===== src/rtl/div_pkg.sv =====
// Shared constants and FSM encoding for the sequential divider.
// Optional signed mode is enabled by defining DIV_SIGNED_EN.
package div_pkg;

  localparam int WIDTH_DEF = 16;
  localparam int GRP       = 4;

  function automatic int cnt_width(input int w);
    return $clog2(w) + 1;
  endfunction

  localparam int CNT_W = cnt_width(WIDTH_DEF);

  typedef enum logic [1:0] {
    IDLE = 2'd0,
    RUN  = 2'd1,
    DONE = 2'd2
  } state_t;

endpackage


===== src/rtl/cla_sub_16bit.sv =====
// Carry-lookahead subtractor: diff = a + ~b + 1, borrow = ~carry-out.
// Built from 4-bit group generate/propagate terms.
module cla_sub_16bit
  import div_pkg::*;
#(
  parameter int WIDTH = WIDTH_DEF
) (
  input  logic [WIDTH-1:0] a,
  input  logic [WIDTH-1:0] b,
  output logic [WIDTH-1:0] diff,
  output logic             borrow
);

  localparam int NG = (WIDTH + GRP - 1) / GRP;
  localparam int PW = NG * GRP;

  always_comb begin : cla
    logic [PW-1:0] aa;
    logic [PW-1:0] bn;
    logic [PW-1:0] g;
    logic [PW-1:0] p;
    logic [PW-1:0] c;
    logic [PW-1:0] s;
    logic [NG:0]   gc;
    logic          gg;
    logic          gp;
    // pad bits propagate so the group chain is not cut short
    aa = '0;
    bn = '1;
    aa[WIDTH-1:0] = a;
    bn[WIDTH-1:0] = ~b;
    g  = aa & bn;
    p  = aa ^ bn;
    c  = '0;
    gc = '0;
    gc[0] = 1'b1;
    for (int k = 0; k < NG; k++) begin
      gg = 1'b0;
      gp = 1'b1;
      for (int i = 0; i < GRP; i++) begin
        gg = g[k*GRP+i] | (p[k*GRP+i] & gg);
        gp = gp & p[k*GRP+i];
      end
      gc[k+1] = gg | (gp & gc[k]);
      c[k*GRP] = gc[k];
      for (int i = 0; i < GRP - 1; i++) begin
        c[k*GRP+i+1] = g[k*GRP+i] |
                       (p[k*GRP+i] & c[k*GRP+i]);
      end
    end
    s      = p ^ c;
    diff   = s[WIDTH-1:0];
    borrow = ~gc[NG];
  end

endmodule


===== src/rtl/seq_divider_16bit.sv =====
// Sequential restoring divider, one quotient bit per cycle.
// Define DIV_SIGNED_EN to add the signed_op port and signed mode.
module seq_divider_16bit
  import div_pkg::*;
#(
  parameter int WIDTH = WIDTH_DEF
) (
  input  logic             clk,
  input  logic             rst_n,
  input  logic             start,
`ifdef DIV_SIGNED_EN
  input  logic             signed_op,
`endif
  input  logic [WIDTH-1:0] dividend,
  input  logic [WIDTH-1:0] divisor,
  output logic             busy,
  output logic             done,
  output logic [WIDTH-1:0] quotient,
  output logic [WIDTH-1:0] remainder,
  output logic             div_by_zero
);

  localparam int CW = cnt_width(WIDTH);

  state_t state, state_nx;

  logic [CW-1:0]    cnt;
  logic [WIDTH-1:0] rem, q, dvsr;
  logic             neg_q, neg_r;
  logic             accept, zero_dvsr, last;
  logic [WIDTH-1:0] rem_sh, diff, rem_nx, q_nx;
  logic             borrow, no_borrow;
  logic             a_neg, b_neg;
  logic [WIDTH-1:0] a_abs, b_abs;

  assign accept    = start && (state != RUN);
  assign zero_dvsr = (divisor == '0);
  assign last      = (cnt == CW'(WIDTH - 1));

`ifdef DIV_SIGNED_EN
  assign a_neg = signed_op & dividend[WIDTH-1];
  assign b_neg = signed_op & divisor[WIDTH-1];
`else
  assign a_neg = 1'b0;
  assign b_neg = 1'b0;
`endif

  assign a_abs = a_neg ? (~dividend + WIDTH'(1))
                       : dividend;
  assign b_abs = b_neg ? (~divisor + WIDTH'(1))
                       : divisor;

  assign rem_sh = {rem[WIDTH-2:0], q[WIDTH-1]};

  cla_sub_16bit #(
    .WIDTH (WIDTH)
  ) u_sub (
    .a      (rem_sh),
    .b      (dvsr),
    .diff   (diff),
    .borrow (borrow)
  );

  // a bit shifted out of rem means the trial value already exceeds dvsr
  assign no_borrow = ~borrow | rem[WIDTH-1];
  assign rem_nx    = no_borrow ? diff : rem_sh;
  assign q_nx      = {q[WIDTH-2:0], no_borrow};

  assign busy = (state == RUN);
  assign done = (state == DONE);

  always_ff @(posedge clk or negedge rst_n) begin
    if (!rst_n) state <= IDLE;
    else        state <= state_nx;
  end

  always_comb begin
    state_nx = state;
    unique case (state)
      IDLE, DONE: begin
        if (start) state_nx = zero_dvsr ? DONE : RUN;
        else       state_nx = IDLE;
      end
      RUN: begin
        if (last) state_nx = DONE;
      end
      default: state_nx = IDLE;
    endcase
  end

  always_ff @(posedge clk or negedge rst_n) begin
    if (!rst_n) begin
      cnt         <= '0;
      rem         <= '0;
      q           <= '0;
      dvsr        <= '0;
      neg_q       <= 1'b0;
      neg_r       <= 1'b0;
      quotient    <= '0;
      remainder   <= '0;
      div_by_zero <= 1'b0;
    end else if (accept) begin
      cnt   <= '0;
      rem   <= '0;
      q     <= a_abs;
      dvsr  <= b_abs;
      neg_q <= a_neg ^ b_neg;
      neg_r <= a_neg;
      if (zero_dvsr) begin
        quotient    <= '1;
        remainder   <= dividend;
        div_by_zero <= 1'b1;
      end
    end else if (state == RUN) begin
      cnt <= cnt + CW'(1);
      rem <= rem_nx;
      q   <= q_nx;
      if (last) begin
        quotient    <= neg_q ? -q_nx : q_nx;
        remainder   <= neg_r ? -rem_nx : rem_nx;
        div_by_zero <= 1'b0;
      end
    end
  end

endmodule


===== config.mk =====
export PLATFORM = sky130hd
export DESIGN_NAME = seq_divider_16bit
export DESIGN_NICKNAME = d
export VERILOG_FILES = /design/src/rtl/div_pkg.sv /design/src/rtl/cla_sub_16bit.sv /design/src/rtl/seq_divider_16bit.sv
export SDC_FILE = /design/constraint.sdc
export NUM_CORES = 1
export LEC_CHECK = 0
export ABC_CLOCK_PERIOD_IN_PS = 4400
export CAP_MARGIN = 5
export CORE_MARGIN = 4
export CORE_UTILIZATION = 25
export DETAILED_ROUTE_END_ITERATION = 10
export SKIP_LAST_GASP = 1
export SYNTH_ARGS = -nofsm -noshare
export SYNTH_HDL_FRONTEND = slang
export SYNTH_HIERARCHICAL = 1
export SYNTH_SLANG_ARGS = --single-unit

===== constraint.sdc =====
create_clock -name clk -period 4.4 [get_ports clk]
set_input_delay 0.66 -clock clk [delete_from_list [all_inputs] [get_ports clk]]
set_output_delay 0.66 -clock clk [all_outputs]
set_load 0.02 [all_outputs]

==> impl_metrics.ini <==
[outcome]
outcome = complete, no violations

[synthesis]
async_flop_share_pct = 100.0
synth_ff_type = dfrtp_1
avgSynthCellArea_um2 = 10.56
yosysUniqueCellTypes = 40
netlist_instances = 437
synth_edf_count = 0
syn_nets = 502
yosysWarnings = 6
netlist_area_um2 = 4616
yosysSeqAreaShare_pct = 47.71
yosys_register_bits = 88

[detailed_routing]
drtPass1Iterations = 4
vias = 3342
finalWirelength_um = 11600
drtIter0Drc = 174
ant_nets = 0
drc = 0
wl_per_cell_um = 15.87
viasPerCell = 4.572

[sta]
worst_slew_pin_slew_ns = 1.162
finalHoldViolations = 0
holdWs_ns = 0.4748
period_share_pct = 77.47
rsz0062_at_grt = no
finalMaxSlewViolations = 0
max_slew_margin_pct = 22.33
setup_viol = 0
setup-tns-final_ns = 0
max_freq_ghz = 0.2934
fin_skew_ns = 0.01096
fin_crit_ns = 3.409
worst_slack_ns = 0.9912

[floorplanning]
std_cell_rows = 49
ios = 70
dieArea_um2 = 20700
initial_core_util_pct = 25.52
core_um2 = 18090
die_w_um = 143.9
dieHeight_um = 143.9

[clocking]
root_buffer = clkbuf_16
clock_sinks = 88
cts_max_level = 3
post_cts_buffers = 0
path_clk_slew_ns = 0.07
cts_resized = 0
clk_latency_ns = 0.35
cts_made_buffers = 9
cts_tree = built
clock_path_buffers = 2
postCtsHoldBufs = 0

[worst_setup_path]
critPathMostFrequentCell = fa_1
cp-start-kind = flop
cp_slowest_stage_delay_ns = 0.49
cp_data_required_time_ns = 4.63
crit_chain = inv_1, ha_1, o21ai_0, o2bb2ai_1, o211ai_1, a21oi_1, fa_1, fa_1, fa_1, inv_1, mux2i_1, nor2_1, a221o_1
crit_start = q[15]
worstPathArrival_ns = 3.64
r2r_start = q[15]
crit_type = reg -> reg
cp_num_cells = 13
crit_buf_inv = 2
rrSetupSlack_ns = 0.99
worst_path_dominant_cell_family = adder cells
cp_max_fo = 4
worstReg2RegEnd = remainder[14]
critPathCaptureType = flop
crit_end = remainder[14]
slowest_stage = fa_1
worstRegToRegCells = 13

[pwr]
power_leakage_nw = 2.587
ir_drop_v = 0.0002458
power.density_nw_per_um2 = 795.9
internal_power_w = 0.002742
p_sw_w = 0.001889
power_frac_clock_pct = 17.2
swShare_pct = 40.80
combPwrFrac_pct = 50.0
pwr-share-seq_pct = 32.8

[global_route]
antenna_found_initial = 0
grt_remaining_overflow = 0
grt_max_degree = 89
grt_pass1_vias = 3576
grt_use_total_pct = 11.95
grt_pass1_wl_um = 19330

[finish]
stdcell_count = 731
num_antenna_cells = 0
nFillCells = 1803
final_common_cell = dfrtp_1
drive_gt1_share_pct = 9.163
finalNetCount = 562
syn_to_final_growth_pct = 26.05
layout_common_cells = 88 x dfrtp_1, 68 x clkdlybuf4s50_1, 48 x nor2_1

[place]
placed_cells = 715
gp_routability_congestion = 0.8231
dp_hpwl_um = 8421
place_ws_ns = 0.9788
io_buffer_count = 69

[worst_hold_path]
hp-class = in -> async

[job]
cap_violations = 0
==> cell families (layout without fill, tap and decap cells) <==
logic type      count (synthesis)  in the layout  share of synthesized area [%]
simple gates                  110            110                          12.20
flops                          88             88                          47.71
buf+inv                        68            133                          6.126
xor+xnor                        5              5                         0.9489
mux                            47             47                          10.63
compound gates                 89             89                          12.47
fa+ha+maj                      30             30                          9.921
==> power groups by stage <==
stage / Clock, W / Sequential (W) / Combinational, W
2_1_floorplan: 0 / 0.00159 / 0.00149
3_3_place_gp: 0 / 0.00152 / 0.00226
3_5_place_dp: 0 / 0.00154 / 0.00233
4_1_cts: 0.000819 / 0.00153 / 0.00234
5_1_grt: 0.000844 / 0.00158 / 0.00265
6_report: 0.000797 / 0.00152 / 0.00231
==> layer usage <==
| layer | routed length, um | up-vias | global-route usage, % |
|---|---|---|---|
| met1 | 5496 | 1634 | 16.32 |
| met5 | 0 | - | 0 |
| met2 | 5330 | 82 | 18.62 |
| met4 | 63 | 0 | 3.419 |
| met3 | 713 | 4 | 3.295 |
| li1 | - | 1622 | - |
==> registers in the layout (all words and copies together), names as in the netlist <==
signal       cells
cnt              5
div_by_zero      1
remainder       16
quotient        16
q               16
dvsr            16
state            2
rem             16
==> synth_stat cells (2+ instances only) <==
master	n	area, um2
a21oi_1	21	105.1
fa_1	11	220.2
xnor2_1	3	26.28
mux2i_1	31	310.3
o21a_1	2	15.01
nand4_1	4	25.02
ha_1	19	237.7
nor4_2	4	50.05
nor2b_1	4	25.02
inv_1	44	165.2
nand2_1	21	78.83
o21ai_0	38	190.2
mux2_2	16	180.2
nand3_1	2	10.01
buf_2	13	65.06
nand2b_1	2	12.51
a221o_1	17	170.2
nand3b_1	17	127.6
clkbuf_1	8	30.03
a21o_1	3	22.52
xor2_1	2	17.52
and3_1	2	12.51
o211ai_1	2	15.01
dfrtp_1	88	2202
nor2_1	48	180.2
==> how the worst min path moves through the flow <==
stage	from	end	cells after the start
finish	rst_n	quotient[3]	1
global route	div_by_zero	div_by_zero	1
CTS	div_by_zero	div_by_zero	1
detailed placement	cnt[3]	cnt[3]	1
global placement	cnt[3]	cnt[3]	1
floorplan	rst_n	cnt[0]	0
==> metrics by stage <==
| stage | power [W] | util [%] | instance area, um2 |
|---|---|---|---|
| global placement | 0.003776 | 30.44 | 5505 |
| CTS | 0.004690 | 32.17 | 5818 |
| finish | 0.004631 | 32.17 | 5818 |
| global route | 0.005081 | 32.17 | 5818 |
| detailed placement | 0.003869 | 30.44 | 5505 |
| floorplan | 0.003083 | - | 4616 |
==> final cells by class <==
class / instances / area [um2] / share of cell area [%]
Sequential cell: 88 / 2202 / 37.85
Multi-Input combinational cell: 281 / 2133 / 36.67
Timing Repair Buffer: 73 / 718.2 / 12.34
Tap cell: 229 / 286.5 / 4.925
Clock buffer: 10 / 239.0 / 4.108
Inverter: 44 / 165.2 / 2.839
Clock inverter: 6 / 73.82 / 1.269
Power figures use the tool's default switching activity.
